`src/rtl/elbeth_pkg.sv`:
```
// elbeth_pkg: shared constants and types for the ELBETH fetch unit.
//   PC_SEL_*        next-PC source encodings driven by decode
//   fetch_state_e   fetch FSM state encoding
//   NOP_INSTR       addi x0,x0,0, injected on flush
//   OPCODE_*/FUNCT3_* RISC-V field positions inside an instruction word
//   ifid_t          IF/ID pipeline register contents
package elbeth_pkg;

   localparam logic [1:0] PC_SEL_SEQ    = 2'b00;
   localparam logic [1:0] PC_SEL_BRANCH = 2'b01;
   localparam logic [1:0] PC_SEL_JALR   = 2'b10;
   localparam logic [1:0] PC_SEL_EXC    = 2'b11;

   typedef enum logic [1:0] {
      ST_IDLE  = 2'b00,
      ST_REQ   = 2'b01,
      ST_HOLD  = 2'b10,
      ST_DRAIN = 2'b11
   } fetch_state_e;

   localparam logic [31:0] NOP_INSTR = 32'h0000_0013;

   localparam int OPCODE_LSB = 0;
   localparam int OPCODE_MSB = 6;
   localparam int FUNCT3_LSB = 12;
   localparam int FUNCT3_MSB = 14;

   typedef struct packed {
      logic [31:0] pc;
      logic [31:0] instr;
      logic        valid;
   } ifid_t;

endpackage

```
`src/rtl/elbeth_next_pc.sv`:
```
// elbeth_next_pc: combinational next-PC logic for the fetch unit.
//   pc            current fetch PC
//   pc_select     next-PC source (see PC_SEL_*)
//   branch_target branch/JAL target
//   jalr_target   JALR target (bit0 is cleared here)
//   seq_pc        pc + 4, wrapping modulo 2^32
//   redirect      pc_select selects a non-sequential source
//   redirect_pc   PC to load on a redirect
//   misaligned    (ELBETH_FETCH_MISALIGN_EN only) redirect target not word aligned
// Macro ELBETH_FETCH_MISALIGN_EN: misaligned targets trap to EXCEPTION_VECTOR
// instead of being silently word-aligned.
module elbeth_next_pc #(
   parameter logic [31:0] EXCEPTION_VECTOR = 32'h0000_0100
) (
   input  logic [31:0] pc,
   input  logic [1:0]  pc_select,
   input  logic [31:0] branch_target,
   input  logic [31:0] jalr_target,
   output logic [31:0] seq_pc,
   output logic        redirect,
`ifdef ELBETH_FETCH_MISALIGN_EN
   output logic        misaligned,
`endif
   output logic [31:0] redirect_pc
);
   import elbeth_pkg::*;

   logic [31:0] target;

   always_comb begin
      target = EXCEPTION_VECTOR;
      case (pc_select)
         PC_SEL_BRANCH: target = branch_target;
         PC_SEL_JALR:   target = {jalr_target[31:1], 1'b0};
         default:       target = EXCEPTION_VECTOR;
      endcase
   end

   assign seq_pc   = pc + 32'd4;
   assign redirect = (pc_select != PC_SEL_SEQ);

`ifdef ELBETH_FETCH_MISALIGN_EN
   assign misaligned  = redirect && (target[1:0] != 2'b00);
   assign redirect_pc = misaligned ? EXCEPTION_VECTOR : target;
`else
   assign redirect_pc = {target[31:2], 2'b00};
`endif

endmodule

```
`src/rtl/elbeth_fetch_unit.sv`:
```
// elbeth_fetch_unit: instruction-fetch stage of the ELBETH RISC-V core.
//   clk, rst          core clock, synchronous active-high reset
//   id_pc_select      next-PC source; ignored while id_stall is high
//   id_branch_target, id_jalr_target   redirect targets
//   if_stall, id_stall  stalls; IF/ID holds while either is high
//   if_imem_*         instruction memory request handshake (en/addr held until ready)
//   if_pc, if_instruction, if_valid   IF/ID register
//   if_opcode, if_funct3  decoded fields for elbeth_control_unit
//   if_misaligned     (ELBETH_FETCH_MISALIGN_EN only) one-cycle pulse on a
//                     misaligned redirect target
// Macro ELBETH_FETCH_MISALIGN_EN enables the misaligned-target trap.
module elbeth_fetch_unit #(
   parameter logic [31:0] RESET_VECTOR     = 32'h0000_0000,
   parameter logic [31:0] EXCEPTION_VECTOR = 32'h0000_0100,
   parameter logic [31:0] NOP_INSTR        = elbeth_pkg::NOP_INSTR
) (
   input  logic        clk,
   input  logic        rst,
   input  logic [1:0]  id_pc_select,
   input  logic [31:0] id_branch_target,
   input  logic [31:0] id_jalr_target,
   input  logic        if_stall,
   input  logic        id_stall,
   output logic [31:0] if_imem_addr,
   output logic        if_imem_en,
   input  logic        if_imem_ready,
   input  logic [31:0] if_imem_data,
   output logic [31:0] if_pc,
   output logic [31:0] if_instruction,
   output logic        if_valid,
`ifdef ELBETH_FETCH_MISALIGN_EN
   output logic        if_misaligned,
`endif
   output logic [6:0]  if_opcode,
   output logic [2:0]  if_funct3
);
   import elbeth_pkg::*;

   fetch_state_e state_q, state_d;
   logic [31:0]  pc_q, pc_d;
   logic [31:0]  addr_q, addr_d;
   logic         en_q, en_d;
   logic [31:0]  hold_q, hold_d;
   ifid_t        ifid_q, ifid_d;

   logic [31:0]  seq_pc, redirect_pc;
   logic         redirect, stall, take_redirect, handshake;

`ifdef ELBETH_FETCH_MISALIGN_EN
   logic         misaligned;
   logic         mis_q, mis_d;
`endif

   elbeth_next_pc #(.EXCEPTION_VECTOR(EXCEPTION_VECTOR)) u_next_pc (
      .pc            (pc_q),
      .pc_select     (id_pc_select),
      .branch_target (id_branch_target),
      .jalr_target   (id_jalr_target),
      .seq_pc        (seq_pc),
      .redirect      (redirect),
`ifdef ELBETH_FETCH_MISALIGN_EN
      .misaligned    (misaligned),
`endif
      .redirect_pc   (redirect_pc)
   );

   assign stall         = if_stall | id_stall;
   assign take_redirect = redirect & ~id_stall;
   // en_q is high exactly in REQ/DRAIN, so this is the handshake in both.
   assign handshake     = en_q & if_imem_ready;

   always_comb begin
      state_d = state_q;
      pc_d    = pc_q;
      hold_d  = hold_q;
      ifid_d  = ifid_q;
`ifdef ELBETH_FETCH_MISALIGN_EN
      mis_d   = 1'b0;
`endif
      // An unstalled cycle with no new word is a bubble: the old word stays
      // visible but must not be executed twice.
      if (!stall) ifid_d.valid = 1'b0;

      case (state_q)
         ST_IDLE: state_d = ST_REQ;
         ST_REQ: begin
            if (handshake) begin
               if (stall) begin
                  hold_d  = if_imem_data;
                  state_d = ST_HOLD;
               end else begin
                  ifid_d.instr = if_imem_data;
                  ifid_d.pc    = pc_q;
                  ifid_d.valid = 1'b1;
                  pc_d         = seq_pc;
               end
            end
         end
         ST_HOLD: begin
            if (!stall) begin
               ifid_d.instr = hold_q;
               ifid_d.pc    = pc_q;
               ifid_d.valid = 1'b1;
               pc_d         = seq_pc;
               state_d      = ST_REQ;
            end
         end
         ST_DRAIN: if (handshake) state_d = ST_REQ;
         default: state_d = ST_IDLE;
      endcase

      // A redirect kills whatever this cycle produced (including a held word)
      // and flushes IF/ID, even under if_stall. A still-outstanding request
      // must run to completion, hence DRAIN.
      if (take_redirect) begin
         pc_d         = redirect_pc;
         ifid_d.instr = NOP_INSTR;
         ifid_d.valid = 1'b0;
         state_d      = (en_q && !if_imem_ready) ? ST_DRAIN : ST_REQ;
`ifdef ELBETH_FETCH_MISALIGN_EN
         mis_d        = misaligned;
`endif
      end

      en_d   = (state_d == ST_REQ) || (state_d == ST_DRAIN);
      // While draining, the bus keeps the old address; pc already holds the target.
      addr_d = (state_d == ST_DRAIN) ? addr_q : pc_d;
   end

   always_ff @(posedge clk) begin
      if (rst) begin
         state_q      <= ST_IDLE;
         pc_q         <= RESET_VECTOR;
         addr_q       <= RESET_VECTOR;
         en_q         <= 1'b0;
         hold_q       <= NOP_INSTR;
         ifid_q.pc    <= RESET_VECTOR;
         ifid_q.instr <= NOP_INSTR;
         ifid_q.valid <= 1'b0;
`ifdef ELBETH_FETCH_MISALIGN_EN
         mis_q        <= 1'b0;
`endif
      end else begin
         state_q <= state_d;
         pc_q    <= pc_d;
         addr_q  <= addr_d;
         en_q    <= en_d;
         hold_q  <= hold_d;
         ifid_q  <= ifid_d;
`ifdef ELBETH_FETCH_MISALIGN_EN
         mis_q   <= mis_d;
`endif
      end
   end

   assign if_imem_addr   = addr_q;
   assign if_imem_en     = en_q;
   assign if_pc          = ifid_q.pc;
   assign if_instruction = ifid_q.instr;
   assign if_valid       = ifid_q.valid;
   assign if_opcode      = ifid_q.instr[OPCODE_MSB:OPCODE_LSB];
   assign if_funct3      = ifid_q.instr[FUNCT3_MSB:FUNCT3_LSB];
`ifdef ELBETH_FETCH_MISALIGN_EN
   assign if_misaligned  = mis_q;
`endif

endmodule

```
`config.mk`:
```
export PLATFORM = sky130hd
export DESIGN_NAME = elbeth_fetch_unit
export DESIGN_NICKNAME = d
export VERILOG_FILES = /design/src/rtl/elbeth_pkg.sv /design/src/rtl/elbeth_next_pc.sv /design/src/rtl/elbeth_fetch_unit.sv
export SDC_FILE = /design/constraint.sdc
export NUM_CORES = 1
export LEC_CHECK = 0
export ABC_AREA = 0
export BUFFER_PORTS_ARGS = -buffer_cell sky130_fd_sc_hd__buf_2
export CAP_MARGIN = 20
export CORE_AREA = 2 2 136 125
export CTS_CLUSTER_SIZE = 20
export DETAILED_ROUTE_END_ITERATION = 10
export DIE_AREA = 0 0 138 127
export HOLD_SLACK_MARGIN = 0.02
export PLACE_DENSITY = 0.75
export SYNTH_ARGS = -nofsm -noshare
export SYNTH_HDL_FRONTEND = slang
export SYNTH_SLANG_ARGS = --single-unit
```
`constraint.sdc`:
```
create_clock -name clk -period 2.8 [get_ports clk]
set_input_delay 0.56 -clock clk [delete_from_list [all_inputs] [get_ports clk]]
set_output_delay 0.56 -clock clk [all_outputs]
set_load 0.03 [all_outputs]
```
# Word level (Yosys, flattened, before mapping)
# Index checks and enable logic that the tools add are counted.
[totals]
ff_bits = 164
in_bits = 103
out_inout_bits = 108
word_cells = 49
[op_classes]
n_addsub = 1
n_eq_ne = 10
muxes = 17
bitwise_logic = 4
n_reduce_logical = 9
[op_table]
columns = ["op", "n"]
rows = [
  ["$mux W65", 3],
  ["$pmux W65 S2", 1],
  ["$pmux W32 S2", 2],
  ["$mux W32", 3],
  ["$add A32 B3 Y32 const B", 1],
  ["$mux W2", 6],
  ["$eq A2 B2 Y1 const B", 4],
  ["$pmux W2 S4", 1],
  ["$eq A2 B1 Y1 const B", 3],
  ["$ne A2 B2 Y1 const B", 3],
  ["$reduce_and A4 Y1", 1],
  ["$reduce_bool A2 Y1", 2],
  ["$reduce_and A3 Y1", 1],
  ["$and A1 B1 Y1", 2],
  ["$logic_not A2 Y1", 1],
  ["$reduce_or A2 Y1", 1],
  ["$logic_and A1 B1 Y1", 1],
  ["$logic_not A1 Y1", 1],
  ["$logic_or A1 B1 Y1", 1],
  ["$mux W1", 1],
  ["$not A1 Y1", 1],
  ["$or A1 B1 Y1", 1],
]

# Longest topological paths before layout
# Gate-level depths: netlist (run 1).
[logic_depth]
word_depth = 7
ltp_mapped = 12
mapped_depth_nobuf = 7

# Modules after synthesis
# A second synthesis (run 1) with hierarchy kept.
[hier_totals]
hier_cells = 964
area_unflattened_um2 = 8122.8
[by_module_without_submodules]
columns = ["module", "instances", "cells_per_inst", "area_per_inst_um2", "seq_area_each_um2"]
rows = [
  ["elbeth_fetch_unit", 1, 794, 6967.9, 3263.1],
  ["elbeth_next_pc", 1, 170, 1154.9, 0.0],
]

# Worst setup path after synthesis (run 1)
# No wires, ideal clock.
[synth_timing]
path_kind = "in2reg"
from = "input port id_pc_select[0]"
to = "register addr_q[7], in the netlist if_imem_addr[7]"
setup_time_ns = 0.117
arrival_time_ns = 2.541
required_time_ns = 2.683
path_slack_ns = 0.142
stages = 12
n_path_buf = 5
path_cell_list = "inv_1 -> ha_1 -> clkbuf_1 -> or2_2 -> clkbuf_1 -> o211ai_1 -> a22o_1 -> buf_2 -> or2_1 -> clkbuf_1 -> buf_2 -> o22a_1"
[synth_between]
elab_chain_len = 4
word_cells_on_any_way = 8
cone_classes = "eq/ne (3); mux (3); bitwise (1); reduce/logical (1)"
[synth_lines]
columns = ["item", "line", "source"]
rows = [
  ["from (decl)", "elbeth_fetch_unit.sv:19", "input logic [1:0] id_pc_select,"],
  ["$reduce_bool A2 Y1", "elbeth_next_pc.sv:40", "assign redirect = (pc_select != PC_SEL_SEQ);"],
  ["$and A1 B1 Y1", "elbeth_fetch_unit.sv:68", "assign take_redirect = redirect & ~id_stall;"],
  ["$mux W2", "elbeth_fetch_unit.sv:115", "if (take_redirect) begin"],
  ["$eq A2 B2 Y1", "elbeth_fetch_unit.sv:127", "addr_d = (state_d == ST_DRAIN) ? addr_q : pc_d;"],
  ["to (signal assigned)", "elbeth_fetch_unit.sv:146", "addr_q <= addr_d;"],
  ["to (decl)", "elbeth_fetch_unit.sv:41", "logic [31:0] addr_q, addr_d;"],
]
# Several ways; a longest one is shown, not always the timed one.
# A chain may end at the register's enable or synchronous reset.

# Final worst setup path (run 1)
[layout_timing]
from = "register pc_q[2]"
to = "register addr_q[26], in the netlist if_imem_addr[26]"
[layout_between]
elab_chain_len = 5
[layout_lines]
columns = ["item", "line", "source"]
rows = [
  ["from (decl)", "elbeth_fetch_unit.sv:40", "logic [31:0] pc_q, pc_d;"],
  ["from (signal assigned)", "elbeth_fetch_unit.sv:145", "pc_q <= pc_d;"],
  ["$add A32 B3 Y32 *", "elbeth_next_pc.sv:39", "assign seq_pc = pc + 32'd4;"],
  ["$mux W32 *", "elbeth_fetch_unit.sv:88, elbeth_fetch_unit.sv:100", ""],
  ["$mux W32", "elbeth_fetch_unit.sv:87", "if (handshake) begin"],
  ["$pmux W32 S2 *", "elbeth_fetch_unit.sv:84", "case (state_q)"],
  ["$mux W32 *", "elbeth_fetch_unit.sv:115", ""],
]
# Mark *: on every way between the ends. The rest lies on a longest branch, timed or not.

==> metrics.md, run 1 <==
| Metric | Value |
|---|---|
| First-pass GRT wire length | `37980 µm` |
| Area growth, synth to finish | `26.09%` |
| Worst-margin pin slew | `752.6 ps` |
| Pwr Total | `5.345 mW` |
| Post-CTS Setup Inserts | `0` |
| Cell count after synthesis | `873` |
| Clock Path Buffers | `2` |
| Share of layout cells above drive strength 1 | `28.50%` |
| Power Dens Cells | `567.4 nW/µm²` |
| Worst setup SP type | `flop` |
| Port buffer count | `206` |
| TNS Setup | `0 ps` |
| Worst IR Drop VDD | `0.5276 mV` |
| Final hold slack | `363.4 ps` |
| Final Hold Viols | `0` |
| Number of vias per cell | `5.980` |
| Seq/Total Area, Yosys | `43.95%` |
| Part of the cycle the worst path needs | `94.38%` |
| Syn_nets | `986` |
| Die width | `138 µm` |
| Final setup viols | `0` |
| Cts hold-fix bufs | `0` |
| Die ar. | `17530 µm²` |
| Skew final | `13.40 ps` |
| CP max stage cell | `or4_1` |
| Via Count | `7643` |
| GPL Wtd Cong | `0.9956` |
| Critical path's most frequent cell | `or4_1` |
| Final Critical Period | `2643 ps` |
| Crit end category | `flop` |
| Total GRT Usage | `26.75%` |
| Drt first-iter violations | `835` |
| Post-DP HPWL | `17120 µm` |
| Synth Register Bits | `164` |
| CTS tree | `built` |
| CP Data Required Time | `3170 ps` |
| Number of enable flip-flop cells after synthesis | `0` |
| YS warnings | `0` |
| Initial Util | `46.79%` |
| Initial antenna violation count | `0` |
| Max frequency | `378.4 MHz` |
| Worst setup path class | `reg -> reg` |
| Lkg Pwr | `3.907 nW` |
| Status | `complete, no violations` |
| Post-Syn Area | `7471 µm²` |
| Core Region | `15970 µm²` |
| Distinct cell type count after synthesis | `65` |
| Slew HR | `49.64%` |
| Nets@finish | `1170` |
| FP Rows | `44` |
| Pins Over Slew Limit | `0` |
| Grt ovf | `0` |
| Vias in the first global route | `7232` |
| Top_reg_cell synth | `dfxtp_1` |
| Max-Cap Viols | `0` |
| Critical path fanouts, max | `6` |
| Max H-tree Level | `4` |
| Final wirelength | `23840 µm` |
| Crit path arrival time | `3010 ps` |
| Die H | `127 µm` |
| IO Count | `211` |
| Clock sinks | `164` |
| WL/cell | `18.65 µm` |
| Max incr delay on CP | `670 ps` |
| Final worst slack | `157.4 ps` |
| DR pass1 iterations | `6` |
| DRC Markers | `0` |
| Syn avg cell area | `8.558 µm²` |
| Largest net degree at the start of global routing | `46` |
| Clk root buf | `clkbuf_16` |
| Placed cell areas | `8836 µm²` |
| Total CTS buffers | `17` |
| Worst skew pair latency | `430 ps` |
| ANT nets after route | `0` |
| Worst-path cell chain | `ha_1 > or3b_1 > or4_1 > or4_1 > a21oi_1 > o32a_1` |
| HP Class | `in -> reg` |
| Final instance area | `9420 µm²` |
| Asr flop ratio synth | `0%` |
| Post-CTS Resized | `0` |
| RSZ-0062 raised after global routing | `no` |
| Clk pin slew, worst setup/hold paths | `60 ps` |
| Pre-CTS setup slack | `49.51 ps` |
-- metal layers --
layer | track usage [%] | up-vias | wire [µm]
met4 | 8.283 | 0 | 446
met1 | 37.23 | 3595 | 10700
met3 | 7.534 | 44 | 2461
li1 | - | 3619 | -
met5 | 0 | - | 0
met2 | 40.54 | 385 | 10230
-- cell usage after synthesis (all sizes together) (10+ instances only) --
cell | n | area, µm²
nor4 | 14 | 93.84
nor3 | 17 | 90.09
o22a | 21 | 183.9
a22oi | 87 | 653.1
o21ai | 14 | 70.06
nand3 | 15 | 75.07
nor2 | 95 | 356.6
nand4 | 16 | 100.1
a22o | 39 | 341.6
inv | 13 | 48.80
buf | 15 | 100.1
nand2 | 94 | 352.8
ha | 10 | 125.1
a31oi | 11 | 68.82
dfxtp | 164 | 3283
a21oi | 43 | 215.2
clkbuf | 73 | 274.0
-- placed cells by master (no fill, tap or decap), types with 4 or more instances in the layout --
master     count
a21o_1         5
a21oi_1       43
a221o_1        5
a22o_1        39
a22oi_1       87
a311oi_1       4
a31o_2         4
a31oi_1       11
and2_1         9
and3_1         8
and4_1         6
buf_12         5
buf_2        206
buf_4         42
clkbuf_16     17
clkbuf_8       4
dfxtp_1      164
ha_1          10
inv_1         13
nand2_1       94
nand2b_1       4
nand3_1       15
nand3b_1       4
nand4_1       16
nor2_1        95
nor3_1        15
nor4_1        13
o211ai_1       9
o21ai_0       13
o22a_1        21
o22ai_1        7
o31ai_1        4
o32a_1         6
or2_2          7
or3_1          5
or4_1          7
-- worst paths after layout --
path	from	slack, ps	endpoint	depth (start not counted)
worst min-delay path	if_imem_data[4]	360	hold_q[4]	3
worst max register to register	pc_q[2]	160	if_imem_addr[26]	6
worst max-delay path	pc_q[2]	160	if_imem_addr[26]	6
worst min register to register	hold_q[3]	450	hold_q[3]	2
-- cell type report --
class,count,area (µm²)
sequential,164,3283
antenna,1,2.502
timing repair buffer,253,1446
inverter,13,48.80
fill,1441,6545
clock inverter,10,97.59
tap,207,259.0
multi-input combinational,608,3799
clock buffer,22,484.2
-- metrics by stage --
stage / utilization (%) / std cells
3_3_place_gp: 55.34 / 1245
2_1_floorplan: - / 873
3_5_place_dp: 55.34 / 1245
4_1_cts: 58.99 / 1277
6_report: 59.00 / 1278
5_1_grt: 58.99 / 1277
-- sequential cells by signal, indices dropped and copies added, names as in the netlist --
name and count:
hold_q 32, if_imem_addr 32, if_instruction 32, if_pc 32
pc_q 32, state_q 2, if_imem_en 1, if_valid 1
-- logic make-up (layout without fill, tap and decap cells) --
kind of cell | Yosys count | count (layout) | synth area share (%)
multiplexers | 1 | 1 | 0.1340
other | 0 | 1 | 0
adder cells (fa/ha/maj) | 10 | 10 | 1.675
buffers and inverters | 101 | 298 | 5.661
AO/OA/AOI/OAI | 287 | 287 | 28.69
flip-flops | 164 | 164 | 43.95
AND/OR/NAND/NOR | 310 | 310 | 19.90
-- power breakdown --
group          total, mW  switching [mW]  internal (mW)
sequential          2.47          0.0713           2.40
combinational      0.592           0.374          0.218
clock               2.28           0.955           1.32
total               5.35            1.40           3.94
-- worst max-delay path, delay by kind of cell (launching register included) --
kind	cells	cell delay (ps)
AO/OA/AOI/OAI	2	430
adder cells (fa/ha/maj)	1	180
flip-flops	1	390
AND/OR/NAND/NOR	3	1590
Note: power is estimated with default switching activity, not from simulation.
==> inputs of run 2 (changes only) <==
--- a/config.mk
+++ b/config.mk
@@ -13,7 +13,8 @@
 export DETAILED_ROUTE_END_ITERATION = 10
 export DIE_AREA = 0 0 138 127
 export HOLD_SLACK_MARGIN = 0.02
-export PLACE_DENSITY = 0.75
+export PLACE_DENSITY_LB_ADDON = 0.2
+export RECOVER_POWER = 100
 export SYNTH_ARGS = -nofsm -noshare
 export SYNTH_HDL_FRONTEND = slang
 export SYNTH_SLANG_ARGS = --single-unit
==> metrics.md, run 2 (synthesis gave the netlist of run 1 again) <==
| Metric | Value |
|---|---|
| Nets@finish | `1171 (was 1170)` |
| Cts hold-fix bufs | `0 (unchanged)` |
| Max H-tree Level | `4 (unchanged)` |
| CP Data Required Time | `3160 ps (was 3170 ps)` |
| Final Critical Period | `2647 ps (was 2643 ps)` |
| Clk pin slew, worst setup/hold paths | `70 ps (was 60 ps)` |
| Final Hold Viols | `0 (unchanged)` |
| RSZ-0062 raised after global routing | `no (unchanged)` |
| Total CTS buffers | `17 (unchanged)` |
| Commonest non-fill, non-tap cell in the layout | `dfxtp_1 (was buf_2)` |
| Post-DP HPWL | `16780 µm (was 17120 µm)` |
| FP Rows | `44 (unchanged)` |
| Max-Cap Viols | `0 (unchanged)` |
| Worst skew pair latency | `420 ps (was 430 ps)` |
| Worst setup SP type | `flop (unchanged)` |
| DRC Markers | `0 (unchanged)` |
| Fillers | `1531 (was 1441)` |
| CP max stage cell | `or4_1 (unchanged)` |
| Post-CTS Resized | `0 (unchanged)` |
| Initial Util | `46.79% (unchanged)` |
| DR pass1 iterations | `5 (was 6)` |
| Share of layout cells above drive strength 1 | `17.46% (was 28.50%)` |
| Skew final | `8.958 ps (was 13.40 ps)` |
| WL/cell | `18.79 µm (was 18.65 µm)` |
| GPL Wtd Cong | `0.9513 (was 0.9956)` |
| Final instance area | `9250 µm² (was 9420 µm²)` |
| Placed cell areas | `8843 µm² (was 8836 µm²)` |
| Worst path bufs/invs | `1 (was 0)` |
| Status | `complete, no violations (unchanged)` |
| Clock Path Buffers | `2 (unchanged)` |
| Post-CTS Setup Inserts | `0 (unchanged)` |
| Port buffer count | `206 (unchanged)` |
| Final wirelength | `24060 µm (was 23840 µm)` |
| Part of the cycle the worst path needs | `94.53% (was 94.38%)` |
| Critical path's most frequent cell | `or4_1 (unchanged)` |
| Power Dens Cells | `578.2 nW/µm² (was 567.4 nW/µm²)` |
| Max incr delay on CP | `670 ps (about the same)` |
| CTS tree | `built (unchanged)` |
| Worst-margin pin slew | `885.5 ps (was 752.6 ps)` |
| Worst-path cell chain | `ha_1 > or3b_1 > clkbuf_1 > or4_1 > or4_1 > nand2_1 > o32a_1 (was ha_1 > or3b_1 > or4_1 > or4_1 > a21oi_1 > o32a_1)` |
| TNS Setup | `0 ps (unchanged)` |
| Critical path fanouts, max | `9 (was 6)` |
| Via Count | `7610 (was 7643)` |
| Die ar. | `17530 µm² (unchanged)` |
| Pins Over Slew Limit | `0 (unchanged)` |
| Initial antenna violation count | `1 (was 0)` |
| Area growth, synth to finish | `23.82% (was 26.09%)` |
| Slew HR | `40.34% (was 49.64%)` |
| Grt ovf | `0 (unchanged)` |
| First-pass GRT wire length | `38560 µm (was 37980 µm)` |
| Clk root buf | `clkbuf_16 (unchanged)` |
| Largest net degree at the start of global routing | `65 (was 46)` |
| Worst setup path class | `reg -> reg (unchanged)` |
| IO Count | `211 (unchanged)` |
| Core Region | `15970 µm² (unchanged)` |
| Clock sinks | `164 (unchanged)` |
| Crit-path leading delay family | `simple AND/OR/NAND/NOR gates (unchanged)` |
| Crit end category | `flop (unchanged)` |
| Max frequency | `377.8 MHz (was 378.4 MHz)` |
| Final setup viols | `0 (unchanged)` |
| Die H | `127 µm (unchanged)` |
| Most frequent cells in the layout | `dfxtp_1, clkbuf_1, buf_2 (was buf_2, dfxtp_1, nor2_1)` |
| Number of vias per cell | `5.945 (was 5.980)` |
| Drt first-iter violations | `751 (was 835)` |
| HP Class | `in -> reg (unchanged)` |
| Vias in the first global route | `7297 (was 7232)` |
| Die width | `138 µm (unchanged)` |
| Lkg Pwr | `3.423 nW (was 3.907 nW)` |
| ANT nets after route | `0 (unchanged)` |
| Total GRT Usage | `27.26% (was 26.75%)` |
| Fin util | `57.94% (was 59.00%)` |
| Worst IR Drop VDD | `0.4437 mV (was 0.5276 mV)` |
| Crit path arrival time | `3010 ps (about the same)` |
-- run 2: layout make-up --
| cell class | instances | area (µm²) | area share [%] |
|---|---|---|---|
| multi-input cells | 608 | 3799 | 41.07 |
| clock buffers | 18 | 439.2 | 4.748 |
| flip-flops and latches | 164 | 3283 | 35.49 |
| repair buffers | 254 | 1270 | 13.73 |
| diodes | 2 | 5.005 | 0.05411 |
| inverters | 13 | 48.80 | 0.5275 |
| well taps | 207 | 259.0 | 2.800 |
| clock inverters | 14 | 146.4 | 1.583 |
-- run 2: report_power, final --
part | internal [mW] | switching, mW | total, mW
clock | 1.27 | 1.03 | 2.30
sequential | 2.40 | 0.0705 | 2.47
combinational | 0.204 | 0.374 | 0.578
total | 3.88 | 1.47 | 5.35
-- run 2: metal layers --
layer  vias up  wire length (µm)  GRT usage (%)
li1       3635                 -              -
met1      3566             10940          37.65
met2       363             10360          42.28
met3        46              2272          7.759
met4         0               480          6.963
met5         -                 0              0
-- run 2: worst register-to-register path, delay by kind of cell, from the launching register on --
kind / cells / cell delay (ps)
AOI/OAI and AO/OA: 1 / 150
adders and majority gates: 1 / 170
buffers and inverters: 1 / 230
DFF: 1 / 400
and+or+nand+nor: 4 / 1640
-- run 2: worst paths after layout --
path,cells past startpoint,start,endpoint,slack (ps)
setup / recovery,7,pc_q[3],if_imem_addr[18],150
hold / removal,3,if_imem_data[0],hold_q[0],380
setup reg to reg,7,pc_q[3],if_imem_addr[18],150
hold reg to reg,2,hold_q[23],hold_q[23],460
-- run 2: per-stage QoR --
| stage | power, mW | hold slack (ps) | worst slack [ps] | instances |
|---|---|---|---|---|
| after floorplan | 2.841 | 436.6 | 142.3 | 873 |
| after global placement | 3.100 | 442.1 | 132.1 | 1246 |
| after detailed placement | 3.106 | 448.6 | 116.5 | 1246 |
| after CTS | 5.383 | 359.2 | 258.5 | 1278 |
| after global routing | 5.529 | 369.6 | 42.93 | 1279 |
| final | 5.348 | 375.5 | 153.3 | 1280 |
